File: src/rtl/l1_miss_handler_pkg.sv
// Shared types and defaults for the L1 miss handler slice.
// State encodings are fixed at 3 bits so they line up with the cache config.
package l1_miss_handler_pkg;

  typedef enum logic [2:0] {
    ST_IDLE    = 3'd0,
    ST_LOOKUP  = 3'd1,
    ST_L2_WAIT = 3'd2,
    ST_PROMOTE = 3'd3,
    ST_RESPOND = 3'd4
  } state_e;

  localparam int ADDR_WIDTH_DEF = 11;
  localparam int DATA_WIDTH_DEF = 32;
  localparam int L2_TIMEOUT_DEF = 64;
  localparam int STAT_WIDTH_DEF = 16;

endpackage

File: src/rtl/l1_miss_handler_if.sv
// CPU, L1 and L2 signal bundle around the miss handler.
// The handler uses the slave view; the surrounding system uses the master view.
interface l1_miss_handler_if
  import l1_miss_handler_pkg::*;
#(
  parameter int ADDR_WIDTH = ADDR_WIDTH_DEF,
  parameter int DATA_WIDTH = DATA_WIDTH_DEF
);
  logic                  cpu_req_valid;
  logic [ADDR_WIDTH-1:0] cpu_req_addr;
  logic                  cpu_req_ready;
  logic                  cpu_resp_valid;
  logic [DATA_WIDTH-1:0] cpu_resp_data;
  logic                  cpu_resp_error;
  logic [ADDR_WIDTH-1:0] l1_address;
  logic                  l1_hit;
  logic [DATA_WIDTH-1:0] l1_data;
  logic                  l1_promote;
  logic [DATA_WIDTH-1:0] l1_promotion_data;
  logic                  l2_req_valid;
  logic [ADDR_WIDTH-1:0] l2_req_addr;
  logic                  l2_resp_valid;
  logic [DATA_WIDTH-1:0] l2_resp_data;

  modport slave (
    input  cpu_req_valid, cpu_req_addr, l1_hit, l1_data, l2_resp_valid, l2_resp_data,
    output cpu_req_ready, cpu_resp_valid, cpu_resp_data, cpu_resp_error,
           l1_address, l1_promote, l1_promotion_data, l2_req_valid, l2_req_addr
  );

  modport master (
    output cpu_req_valid, cpu_req_addr, l1_hit, l1_data, l2_resp_valid, l2_resp_data,
    input  cpu_req_ready, cpu_resp_valid, cpu_resp_data, cpu_resp_error,
           l1_address, l1_promote, l1_promotion_data, l2_req_valid, l2_req_addr
  );
endinterface

File: src/rtl/l1_miss_handler_sat_counter.sv
// Saturating event counter used for the hit/miss statistics.
module sat_counter #(
  parameter int WIDTH = 16
) (
  input  logic             clk,
  input  logic             reset,
  input  logic             inc,
  output logic [WIDTH-1:0] count
);
  localparam logic [WIDTH-1:0] ONE = {{(WIDTH-1){1'b0}}, 1'b1};

  logic [WIDTH-1:0] count_r;

  // Count up on inc, holding at all-ones instead of wrapping.
  always_ff @(posedge clk or posedge reset) begin
    if (reset) begin
      count_r <= '0;
    end else if (inc && (count_r != '1)) begin
      count_r <= count_r + ONE;
    end else begin
      count_r <= count_r;
    end
  end

  assign count = count_r;
endmodule

File: src/rtl/l1_miss_handler.sv
// Single-outstanding CPU read sequencer in front of the L1: hit return,
// L2 refill with one-cycle L1 promotion, and an L2 watchdog.
module l1_miss_handler
  import l1_miss_handler_pkg::*;
#(
  parameter int ADDR_WIDTH = ADDR_WIDTH_DEF,
  parameter int DATA_WIDTH = DATA_WIDTH_DEF,
  parameter int L2_TIMEOUT = L2_TIMEOUT_DEF,
  parameter int STAT_WIDTH = STAT_WIDTH_DEF
) (
  input  logic                  clk,
  input  logic                  reset,
  l1_miss_handler_if.slave      bus,
  output logic [STAT_WIDTH-1:0] hit_count,
  output logic [STAT_WIDTH-1:0] miss_count
);
  localparam int TIMER_WIDTH = $clog2(L2_TIMEOUT);
  localparam logic [TIMER_WIDTH-1:0] TIMER_LAST = TIMER_WIDTH'(L2_TIMEOUT - 1);
  localparam logic [TIMER_WIDTH-1:0] TIMER_ONE  = TIMER_WIDTH'(1);

  state_e                 state_r;
  logic                   ready_r;
  logic                   resp_valid_r;
  logic [DATA_WIDTH-1:0]  resp_data_r;
  logic                   resp_error_r;
  logic [ADDR_WIDTH-1:0]  l1_addr_r;
  logic                   promote_r;
  logic [DATA_WIDTH-1:0]  promo_data_r;
  logic                   l2_req_valid_r;
  logic [ADDR_WIDTH-1:0]  l2_req_addr_r;
  logic [TIMER_WIDTH-1:0] timer_r;
  logic                   hit_inc_s;
  logic                   miss_inc_s;

  // The L1 answer is combinational on l1_address, so it is settled in LOOKUP.
  assign hit_inc_s  = (state_r == ST_LOOKUP) &&  bus.l1_hit;
  assign miss_inc_s = (state_r == ST_LOOKUP) && !bus.l1_hit;

  // Request FSM with watchdog timer and all registered outputs.
  always_ff @(posedge clk or posedge reset) begin
    if (reset) begin
      state_r        <= ST_IDLE;
      ready_r        <= 1'b0;
      resp_valid_r   <= 1'b0;
      resp_data_r    <= '0;
      resp_error_r   <= 1'b0;
      l1_addr_r      <= '0;
      promote_r      <= 1'b0;
      promo_data_r   <= '0;
      l2_req_valid_r <= 1'b0;
      l2_req_addr_r  <= '0;
      timer_r        <= '0;
    end else begin
      resp_valid_r <= 1'b0;
      resp_error_r <= 1'b0;
      promote_r    <= 1'b0;
      case (state_r)
        ST_IDLE: begin
          ready_r <= 1'b1;
          if (ready_r && bus.cpu_req_valid) begin
            l1_addr_r <= bus.cpu_req_addr;
            ready_r   <= 1'b0;
            state_r   <= ST_LOOKUP;
          end
        end
        ST_LOOKUP: begin
          if (bus.l1_hit) begin
            resp_data_r  <= bus.l1_data;
            resp_valid_r <= 1'b1;
            ready_r      <= 1'b1;
            state_r      <= ST_IDLE;
          end else begin
            l2_req_valid_r <= 1'b1;
            l2_req_addr_r  <= l1_addr_r;
            timer_r        <= '0;
            state_r        <= ST_L2_WAIT;
          end
        end
        ST_L2_WAIT: begin
          // A response in the final watchdog cycle still completes normally.
          if (bus.l2_resp_valid) begin
            promo_data_r   <= bus.l2_resp_data;
            resp_data_r    <= bus.l2_resp_data;
            l2_req_valid_r <= 1'b0;
            promote_r      <= 1'b1;
            state_r        <= ST_PROMOTE;
          end else if (timer_r == TIMER_LAST) begin
            l2_req_valid_r <= 1'b0;
            resp_data_r    <= '0;
            resp_valid_r   <= 1'b1;
            resp_error_r   <= 1'b1;
            ready_r        <= 1'b1;
            state_r        <= ST_IDLE;
          end else begin
            timer_r <= timer_r + TIMER_ONE;
          end
        end
        ST_PROMOTE: begin
          resp_valid_r <= 1'b1;
          state_r      <= ST_RESPOND;
        end
        ST_RESPOND: begin
          ready_r <= 1'b1;
          state_r <= ST_IDLE;
        end
        default: begin
          ready_r        <= 1'b0;
          l2_req_valid_r <= 1'b0;
          state_r        <= ST_IDLE;
        end
      endcase
    end
  end

  assign bus.cpu_req_ready     = ready_r;
  assign bus.cpu_resp_valid    = resp_valid_r;
  assign bus.cpu_resp_data     = resp_data_r;
  assign bus.cpu_resp_error    = resp_error_r;
  assign bus.l1_address        = l1_addr_r;
  assign bus.l1_promote        = promote_r;
  assign bus.l1_promotion_data = promo_data_r;
  assign bus.l2_req_valid      = l2_req_valid_r;
  assign bus.l2_req_addr       = l2_req_addr_r;

  sat_counter #(.WIDTH(STAT_WIDTH)) u_hit_cnt (
    .clk   (clk),
    .reset (reset),
    .inc   (hit_inc_s),
    .count (hit_count)
  );

  sat_counter #(.WIDTH(STAT_WIDTH)) u_miss_cnt (
    .clk   (clk),
    .reset (reset),
    .inc   (miss_inc_s),
    .count (miss_count)
  );
endmodule

File: src/flat_wrapper.sv
// flat-port wrapper written by rule: the top's interface ports become plain ports
module l1_miss_handler_flat import l1_miss_handler_pkg::*;
#(
  parameter int ADDR_WIDTH = ADDR_WIDTH_DEF,
  parameter int DATA_WIDTH = DATA_WIDTH_DEF,
  parameter int L2_TIMEOUT = L2_TIMEOUT_DEF,
  parameter int STAT_WIDTH = STAT_WIDTH_DEF
)
  (clk, reset, hit_count, miss_count, bus_cpu_req_valid, bus_cpu_req_addr, bus_l1_hit, bus_l1_data, bus_l2_resp_valid, bus_l2_resp_data, bus_cpu_req_ready, bus_cpu_resp_valid, bus_cpu_resp_data, bus_cpu_resp_error, bus_l1_address, bus_l1_promote, bus_l1_promotion_data, bus_l2_req_valid, bus_l2_req_addr);
  l1_miss_handler_if #(.ADDR_WIDTH(ADDR_WIDTH), .DATA_WIDTH(DATA_WIDTH)) bus_i ();
  input  logic clk;
  input  logic reset;
  output logic [STAT_WIDTH-1:0] hit_count;
  output logic [STAT_WIDTH-1:0] miss_count;
  input wire logic [$bits(bus_i.cpu_req_valid)-1:0] bus_cpu_req_valid;
  input wire logic [$bits(bus_i.cpu_req_addr)-1:0] bus_cpu_req_addr;
  input wire logic [$bits(bus_i.l1_hit)-1:0] bus_l1_hit;
  input wire logic [$bits(bus_i.l1_data)-1:0] bus_l1_data;
  input wire logic [$bits(bus_i.l2_resp_valid)-1:0] bus_l2_resp_valid;
  input wire logic [$bits(bus_i.l2_resp_data)-1:0] bus_l2_resp_data;
  output wire logic [$bits(bus_i.cpu_req_ready)-1:0] bus_cpu_req_ready;
  output wire logic [$bits(bus_i.cpu_resp_valid)-1:0] bus_cpu_resp_valid;
  output wire logic [$bits(bus_i.cpu_resp_data)-1:0] bus_cpu_resp_data;
  output wire logic [$bits(bus_i.cpu_resp_error)-1:0] bus_cpu_resp_error;
  output wire logic [$bits(bus_i.l1_address)-1:0] bus_l1_address;
  output wire logic [$bits(bus_i.l1_promote)-1:0] bus_l1_promote;
  output wire logic [$bits(bus_i.l1_promotion_data)-1:0] bus_l1_promotion_data;
  output wire logic [$bits(bus_i.l2_req_valid)-1:0] bus_l2_req_valid;
  output wire logic [$bits(bus_i.l2_req_addr)-1:0] bus_l2_req_addr;
  assign bus_i.cpu_req_valid = bus_cpu_req_valid;
  assign bus_i.cpu_req_addr = bus_cpu_req_addr;
  assign bus_i.l1_hit = bus_l1_hit;
  assign bus_i.l1_data = bus_l1_data;
  assign bus_i.l2_resp_valid = bus_l2_resp_valid;
  assign bus_i.l2_resp_data = bus_l2_resp_data;
  assign bus_cpu_req_ready = bus_i.cpu_req_ready;
  assign bus_cpu_resp_valid = bus_i.cpu_resp_valid;
  assign bus_cpu_resp_data = bus_i.cpu_resp_data;
  assign bus_cpu_resp_error = bus_i.cpu_resp_error;
  assign bus_l1_address = bus_i.l1_address;
  assign bus_l1_promote = bus_i.l1_promote;
  assign bus_l1_promotion_data = bus_i.l1_promotion_data;
  assign bus_l2_req_valid = bus_i.l2_req_valid;
  assign bus_l2_req_addr = bus_i.l2_req_addr;
  l1_miss_handler #(.ADDR_WIDTH(ADDR_WIDTH), .DATA_WIDTH(DATA_WIDTH), .L2_TIMEOUT(L2_TIMEOUT), .STAT_WIDTH(STAT_WIDTH)) u_core (.clk(clk), .reset(reset), .bus(bus_i), .hit_count(hit_count), .miss_count(miss_count));
endmodule
File: config.mk
export PLATFORM = sky130hd
export DESIGN_NAME = l1_miss_handler_flat
export DESIGN_NICKNAME = d
export VERILOG_FILES = /design/src/rtl/l1_miss_handler_pkg.sv /design/src/rtl/l1_miss_handler_if.sv /design/src/rtl/l1_miss_handler_sat_counter.sv /design/src/rtl/l1_miss_handler.sv /design/src/flat_wrapper.sv
export SDC_FILE = /design/constraint.sdc
export NUM_CORES = 1
export LEC_CHECK = 0
export BUFFER_PORTS_ARGS = -buffer_cell sky130_fd_sc_hd__buf_2
export CAP_MARGIN = 20
export CORE_MARGIN = 2
export CORE_UTILIZATION = 47
export DETAILED_ROUTE_END_ITERATION = 16
export GPL_ROUTABILITY_DRIVEN = 1
export PLACE_DENSITY = 0.78
export SYNTH_ARGS = -nofsm -noshare
export SYNTH_HDL_FRONTEND = slang
export SYNTH_HIERARCHICAL = 1
export SYNTH_SLANG_ARGS = --single-unit
File: constraint.sdc
create_clock -name clk -period 3.93 [get_ports clk]
set_input_delay 0.5895 -clock clk [delete_from_list [all_inputs] [get_ports clk]]
set_output_delay 0.5895 -clock clk [all_outputs]
set_load 0.02 [all_outputs]
# Word level (Yosys, flattened, before mapping)
# Index checks and enable logic that the tools add are counted.
dict set report word_totals {
  regBits 132
  input_bits 80
  output_inout_bits 123
}
dict set report op_classes {
  mux 29
  bitwise 3
  add_sub_neg 3
  reduce_logical 17
  n_eq_ne 14
}
# cell count
set op_table {}
lappend op_table {{2-to-1 mux 32 bit} 3}
lappend op_table {{case mux 32 bit (2 select lines)} 1}
lappend op_table {{adder 16 x 1 -> 16 bit, second input constant} 2}
lappend op_table {{inequality test 16 bit, second input constant} 2}
lappend op_table {{2-to-1 mux 6 bit} 3}
lappend op_table {{2-to-1 mux 1 bit} 13}
lappend op_table {{case mux 3 bit (4 select lines)} 1}
lappend op_table {{case mux 6 bit (2 select lines)} 1}
lappend op_table {{2-to-1 mux 3 bit} 3}
lappend op_table {{inequality test 2 bit, second input constant} 4}
lappend op_table {{AND reduction 2 bit} 4}
lappend op_table {{AND reduction 4 bit} 2}
lappend op_table {{adder 6 x 1 -> 6 bit, second input constant} 1}
lappend op_table {{== test 3 x 2 -> 1 bit, second input constant} 2}
lappend op_table {{== test 6 bit, second input constant} 1}
lappend op_table {{case mux 1 bit (3 select lines)} 2}
lappend op_table {{AND reduction 3 bit} 2}
lappend op_table {{logical AND 1 bit} 5}
lappend op_table {{case mux 1 bit (5 select lines)} 1}
lappend op_table {{inequality test 2 x 1 -> 1 bit, second input constant} 2}
lappend op_table {{== test 3 x 1 -> 1 bit, second input constant} 1}
lappend op_table {{== test 3 bit, second input constant} 1}
lappend op_table {{logical NOT 3 bit} 1}
lappend op_table {{inequality test 3 x 2 -> 1 bit, second input constant} 1}
lappend op_table {{5 further kinds} 7}

# Logic depth before layout (Yosys ltp)
dict set report logic_depth {
  depth_word 4
  mapped_depth 8
  depth_no_buf 6
}

# Hierarchy
# The synthesis kept the hierarchy.
# module cells_per_inst area_each_um2 n_inst
set by_module_without_submodules {}
lappend by_module_without_submodules {l1_miss_handler 297 4391.7 1}
lappend by_module_without_submodules {sat_counter 71 805.8 2}

# Least setup slack after synthesis
# OpenSTA, ideal clock, no wires.
dict set report synth_timing {
  path_kind {register -> register}
  from {register u_core.state_r[1]}
  to {register u_core.u_miss_cnt.count_r[14], in the netlist u_core/u_miss_cnt/count[14]}
  required_time_ns 3.805
  path_buffers 2
  stages_incl_launch_ff 9
  period_less_slack_ns 2.154
  slack_ns 1.776
  t_arrival_ns 2.029
  cell_sequence {dfrtp_1 buf_4 nand2b_1 nor3_2 buf_2 and4_1 nand3_1 nor2_1 mux2_2}
}
dict set report synth_between {
  elab_chain_len 3
}
# item line_no
set synth_lines {}
lappend synth_lines {{from (decl)} l1_miss_handler.sv:21} ;# state_e state_r;
lappend synth_lines {{from (signal assigned)} l1_miss_handler.sv:42} ;# state_r <= ST_IDLE;
lappend synth_lines {{from (signal assigned)} l1_miss_handler.sv:63} ;# state_r <= ST_LOOKUP;
lappend synth_lines {{from (signal assigned)} l1_miss_handler.sv:71} ;# state_r <= ST_IDLE;
lappend synth_lines {{== test 3 x 1 -> 1 bit} l1_miss_handler.sv:37} ;# assign miss_inc_s = (state_r == ST_LOOKUP) && !bus.l1_hit;
lappend synth_lines {{logical AND 1 bit} l1_miss_handler.sv:37}
lappend synth_lines {{named net u_core.miss_inc_s} l1_miss_handler.sv:33} ;# logic miss_inc_s;
lappend synth_lines {{logical AND 1 bit} l1_miss_handler_sat_counter.sv:18} ;# end else if (inc && (count_r != '1)) begin
lappend synth_lines {{to (signal assigned)} l1_miss_handler_sat_counter.sv:19} ;# count_r <= count_r + ONE;
lappend synth_lines {{to (signal assigned)} l1_miss_handler_sat_counter.sv:21} ;# count_r <= count_r;
lappend synth_lines {{to (decl)} l1_miss_handler_sat_counter.sv:12} ;# logic [WIDTH-1:0] count_r;
# The timed path passes the listed nets, and every way through them passes these cells.
# A chain may end at the register's enable or synchronous reset.

# Final worst setup path
dict set report layout_timing {
  from {register u_core.state_r[2]}
  to {register u_core.resp_data_r[9], in the netlist u_core/bus.cpu_resp_data[9]}
}
dict set report layout_between {
  elab_chain_len 3
  word_cells_on_any_way 7
  cone_classes {4 x eq/ne; 1 x mux; 2 x reduce/logical}
}
# item line_no
set layout_lines {}
lappend layout_lines {{== test 3 x 2 -> 1 bit / == test 3 x 1 -> 1 bit (equally long branches)} l1_miss_handler.sv:57} ;# case (state_r)
lappend layout_lines {{inequality test 3 x 2 -> 1 bit (no line), or another cell as far along} n/a}
lappend layout_lines {{AND reduction 3 bit (no line)} n/a}
lappend layout_lines {{to (signal assigned)} l1_miss_handler.sv:68} ;# resp_data_r <= bus.l1_data;
lappend layout_lines {{to (signal assigned)} l1_miss_handler.sv:83} ;# resp_data_r <= bus.l2_resp_data;
lappend layout_lines {{to (decl)} l1_miss_handler.sv:24} ;# logic [DATA_WIDTH-1:0] resp_data_r;
# Parallel ways exist; a longest one is shown, timed or not.

==> results.py <==
metrics = {
    "grt": {
        "grt_pass1_vias": 4295,
        "track_usage_pct": 20.38,
        "grt_pass1_wl_mm": 21.29,
        "antenna_found_initial": 0,
        "overflow": 0,
        "grt_max_degree": 87,
    },
    "sta": {
        "setup_tns_ns": 0,
        "skew_ns": 0.009697,
        "hold_violations": 0,
        "setup-violations-final": 0,
        "slew_viol_final": 0,
        "slew_headroom_pct": 51.14,
        "post-route-period-util_pct": 63.87,
        "fin_crit_ns": 2.510,
        "fmax_mhz": 398.4,
        "fin_ws_ns": 1.420,
        "worst_slew_pin_slew_ns": 0.7289,
        "rsz0062_at_grt": "false",
    },
    "worst_setup_path": {
        "cp-start-kind": "flop",
        "critPathKind": "flop to flop",
        "worst_setup_path_end_kind": "flop",
        "critPathArrivalTime_ns": 2.81,
        "r2r_start": "u_core/state_r[2]",
        "r2r_end": "u_core/bus.cpu_resp_data[9]",
        "critical_path_required_ns": 4.23,
        "crit_start": "u_core/state_r[2]",
        "cp_max_fo": 32,
        "r2r_slack_ns": 1.42,
        "r2r_cells": 5,
    },
    "clock_network": {
        "clockBufferDepth": 2,
        "clkTransAtPathRegs_ns": 0.05,
        "cts_root_buf": "clkbuf_16",
        "ctsHoldBuffers": 0,
        "cts_max_level": 4,
        "cts_setup_buffers": 0,
        "cts_tree": "yes",
        "cts_buffers": 17,
        "clk_latency_ns": 0.41,
        "cts-resized-gates": 0,
        "cts.sinks": 132,
    },
    "placement": {
        "hpwl_mm": 9.855,
        "gp_congestion": 0.8324,
        "place_ws_ns": 1.288,
        "numPortBuffers": 202,
    },
    "synth": {
        "syn_area_per_cell_um2": 13.67,
        "ys_seq_elements": 132,
        "syn-num-nets": 522,
        "synth_area_um2": 6003,
        "synth_area_leader_cell": "dfrtp_1",
        "synth_flop_cell": "dfrtp_1",
        "synth_edf_count": 0,
        "synth_cell_types": 54,
        "yosysTopAreaCellShare_pct": 55.02,
        "ys_seq_area_share_pct": 55.02,
        "ys_warn_count": 6,
        "syn_inst": 439,
        "async_flop_share_pct": 100.0,
        "synth_area_leaders": "dfrtp_1 55%, mux2_2 11%, mux2_4 7.5%",
    },
    "power_and_ir_drop": {
        "ir_drop_mv": 0.4459,
        "p_leak_uw": 0.003894,
        "power_frac_comb_pct": 41.4,
        "power_frac_clock_pct": 23.7,
        "power_density_nw_per_um2": 836.1,
        "p_int_uw": 4167,
        "seqPwrFrac_pct": 34.9,
        "p_sw_share_pct": 35.95,
        "switching_power_uw": 2338,
    },
    "floorplanning": {
        "dieArea_um2": 13690,
        "start_util_pct": 47.77,
        "core_um2": 12570,
        "rows": 41,
        "die_h_um": 117.0,
        "die_w_um": 117.0,
        "io_pins": 203,
    },
    "cells_and_area": {
        "finalNetCount": 731,
        "num_antenna_cells": 0,
        "area_growth_pct": 29.60,
        "drive_above_1_share_pct": 53.11,
    },
    "routing": {
        "drtPass1Iterations": 4,
        "antenna_left": 0,
        "vias": 4365,
        "wl_met3_um": 583,
        "wl_per_cell_um": 16.54,
        "dr.first_iter.drc_count": 237,
        "topRoutingLayerUsed": "met4",
        "viasPerCell": 5.253,
        "route.met2.wl_mm": 7.124,
        "drt-met1-wl_mm": 5.681,
        "drt_wl_total_mm": 13.74,
        "drcViolationCount": 0,
    },
    "hold_path": {
        "hp-class": "input port to asynchronous set/reset pin",
    },
    "flow_run": {
        "max_cap_viol_count": 0,
    },
    "outcome": {
        "outcome": "finished, final reports clean",
    },
}
==> power by group through the flow <==
stage	Combinational [uW]	Clock, uW	Sequential [uW]
floorplan	1320	0	2850
global placement	2640	0	2250
detailed placement	2700	0	2280
CTS	2710	1580	2270
global route	2870	1640	2350
finish	2690	1540	2270
==> through the flow <==
step	cell area, um^2	util (%)	power, uW	hold WS [ns]	cells
6_report	7780	61.90	6505	0.09518	831
5_1_grt	7780	61.90	6852	0.09119	831
4_1_cts	7752	61.68	6562	0.2845	830
3_5_place_dp	7173	57.07	4988	0.4741	800
3_3_place_gp	7173	57.07	4896	0.4736	800
2_1_floorplan	6003	-	4170	0.4758	439
==> cell usage in the layout, fill, tap and decap left out, types with 3 or more instances in the layout <==
master	Yosys	final
nand3_1	14	14
buf_2	8	202
buf_4	2	7
ha_1	3	3
nor3_2	1	3
a31oi_1	4	4
and4_1	6	6
nor2_1	9	9
xnor2_1	22	22
dfrtp_1	132	132
mux2_2	60	60
clkbuf_16	0	17
clkbuf_8	0	5
o21a_1	3	3
and2_1	4	4
nand4_1	10	10
nand2b_1	5	5
clkbuf_1	5	4
and3_1	9	9
nand2_1	18	18
o21ai_0	3	3
a22o_1	33	33
mux2_4	30	30
a21oi_1	7	7
==> area by class of cell <==
type	count	area (um^2)
clock inverters	4	70.07
well taps	172	215.2
clock buffers	26	509.2
repair buffers	210	1091
flip-flops and latches	132	3303
multi-input cells	284	2577
inverters	3	13.76
fillers	998	4788
==> sequential cells by signal, indices dropped and copies added (netlist names) <==
| signal | cells |
|---|---|
| u_core/state_r | 3 |
| u_core/timer_r | 6 |
| u_core/bus.l2_req_valid | 1 |
| u_core/bus.cpu_resp_error | 1 |
| u_core/bus.cpu_req_ready | 1 |
| u_core/bus.l1_promote | 1 |
| u_core/bus.l2_req_addr | 11 |
| u_core/bus.cpu_resp_valid | 1 |
| u_core/bus.l1_promotion_data | 32 |
| u_core/bus.cpu_resp_data | 32 |
| u_core/bus.l1_address | 11 |
| u_core/u_hit_cnt/count | 16 |
| u_core/u_miss_cnt/count | 16 |
==> how the worst max path moves through the flow <==
| stage | endpoint | slack, ns |
|---|---|---|
| final | u_core/bus.cpu_resp_data[9] | 1.42 |
| after global routing | u_core/bus.cpu_resp_data[9] | 1.23 |
| after CTS | u_core/bus.cpu_resp_data[9] | 1.43 |
| after detailed placement | u_core/bus.cpu_resp_data[8] | 1.29 |
| after global placement | u_core/bus.cpu_resp_data[9] | 1.34 |
| after floorplan | u_core/bus.cpu_req_ready | 0.72 |
==> synth_stat cells, types with 2 or more instances <==
master / instances
clkbuf_1: 5
and3_1: 9
nand3_1: 14
mux2i_1: 2
o21bai_1: 2
nor2_1: 9
nor3_1: 2
nor4_4: 2
and2_1: 4
nand4_2: 2
mux2_4: 30
or3b_2: 2
a22o_1: 33
buf_2: 8
nand4_4: 2
mux2_2: 60
and4_1: 6
buf_4: 2
a31oi_1: 4
and3_2: 2
ha_1: 3
xnor2_1: 22
nand2_2: 2
or3_1: 3
nand2_1: 18
a21o_1: 2
o21ai_0: 3
dfrtp_1: 132
buf_6: 4
nand4_1: 10
nand2b_1: 5
inv_1: 3
o21a_1: 3
mux2_1: 2
and4_2: 2
a21oi_1: 7
==> critical path, stage by stage (launching register included) <==
cell     delay, ns
dfrtp_1       0.54
nor4b_2       0.53
o21a_1        0.27
or3_2         0.13
buf_4         0.49
mux2_2        0.40
==> layer usage <==
layer  vias to the layer above  track usage (%)
met5                         -                0
met4                         0            9.882
met3                        27            5.510
met2                       119            34.45
met1                      2181            24.15
li1                       2038                -
==> kinds of logic (layout without fill, tap and decap cells) <==
logic type	after synthesis	count (layout)	synth area share, %
AND/OR/NAND/NOR	103	103	11.36
flip-flops	132	132	55.02
buffers and inverters	23	243	2.230
multiplexers	94	94	19.47
adder cells (fa/ha/maj)	4	4	0.7921
AO/OA/AOI/OAI	61	61	7.920
XOR/XNOR	22	22	3.210
(Power assumes the default switching activity.)
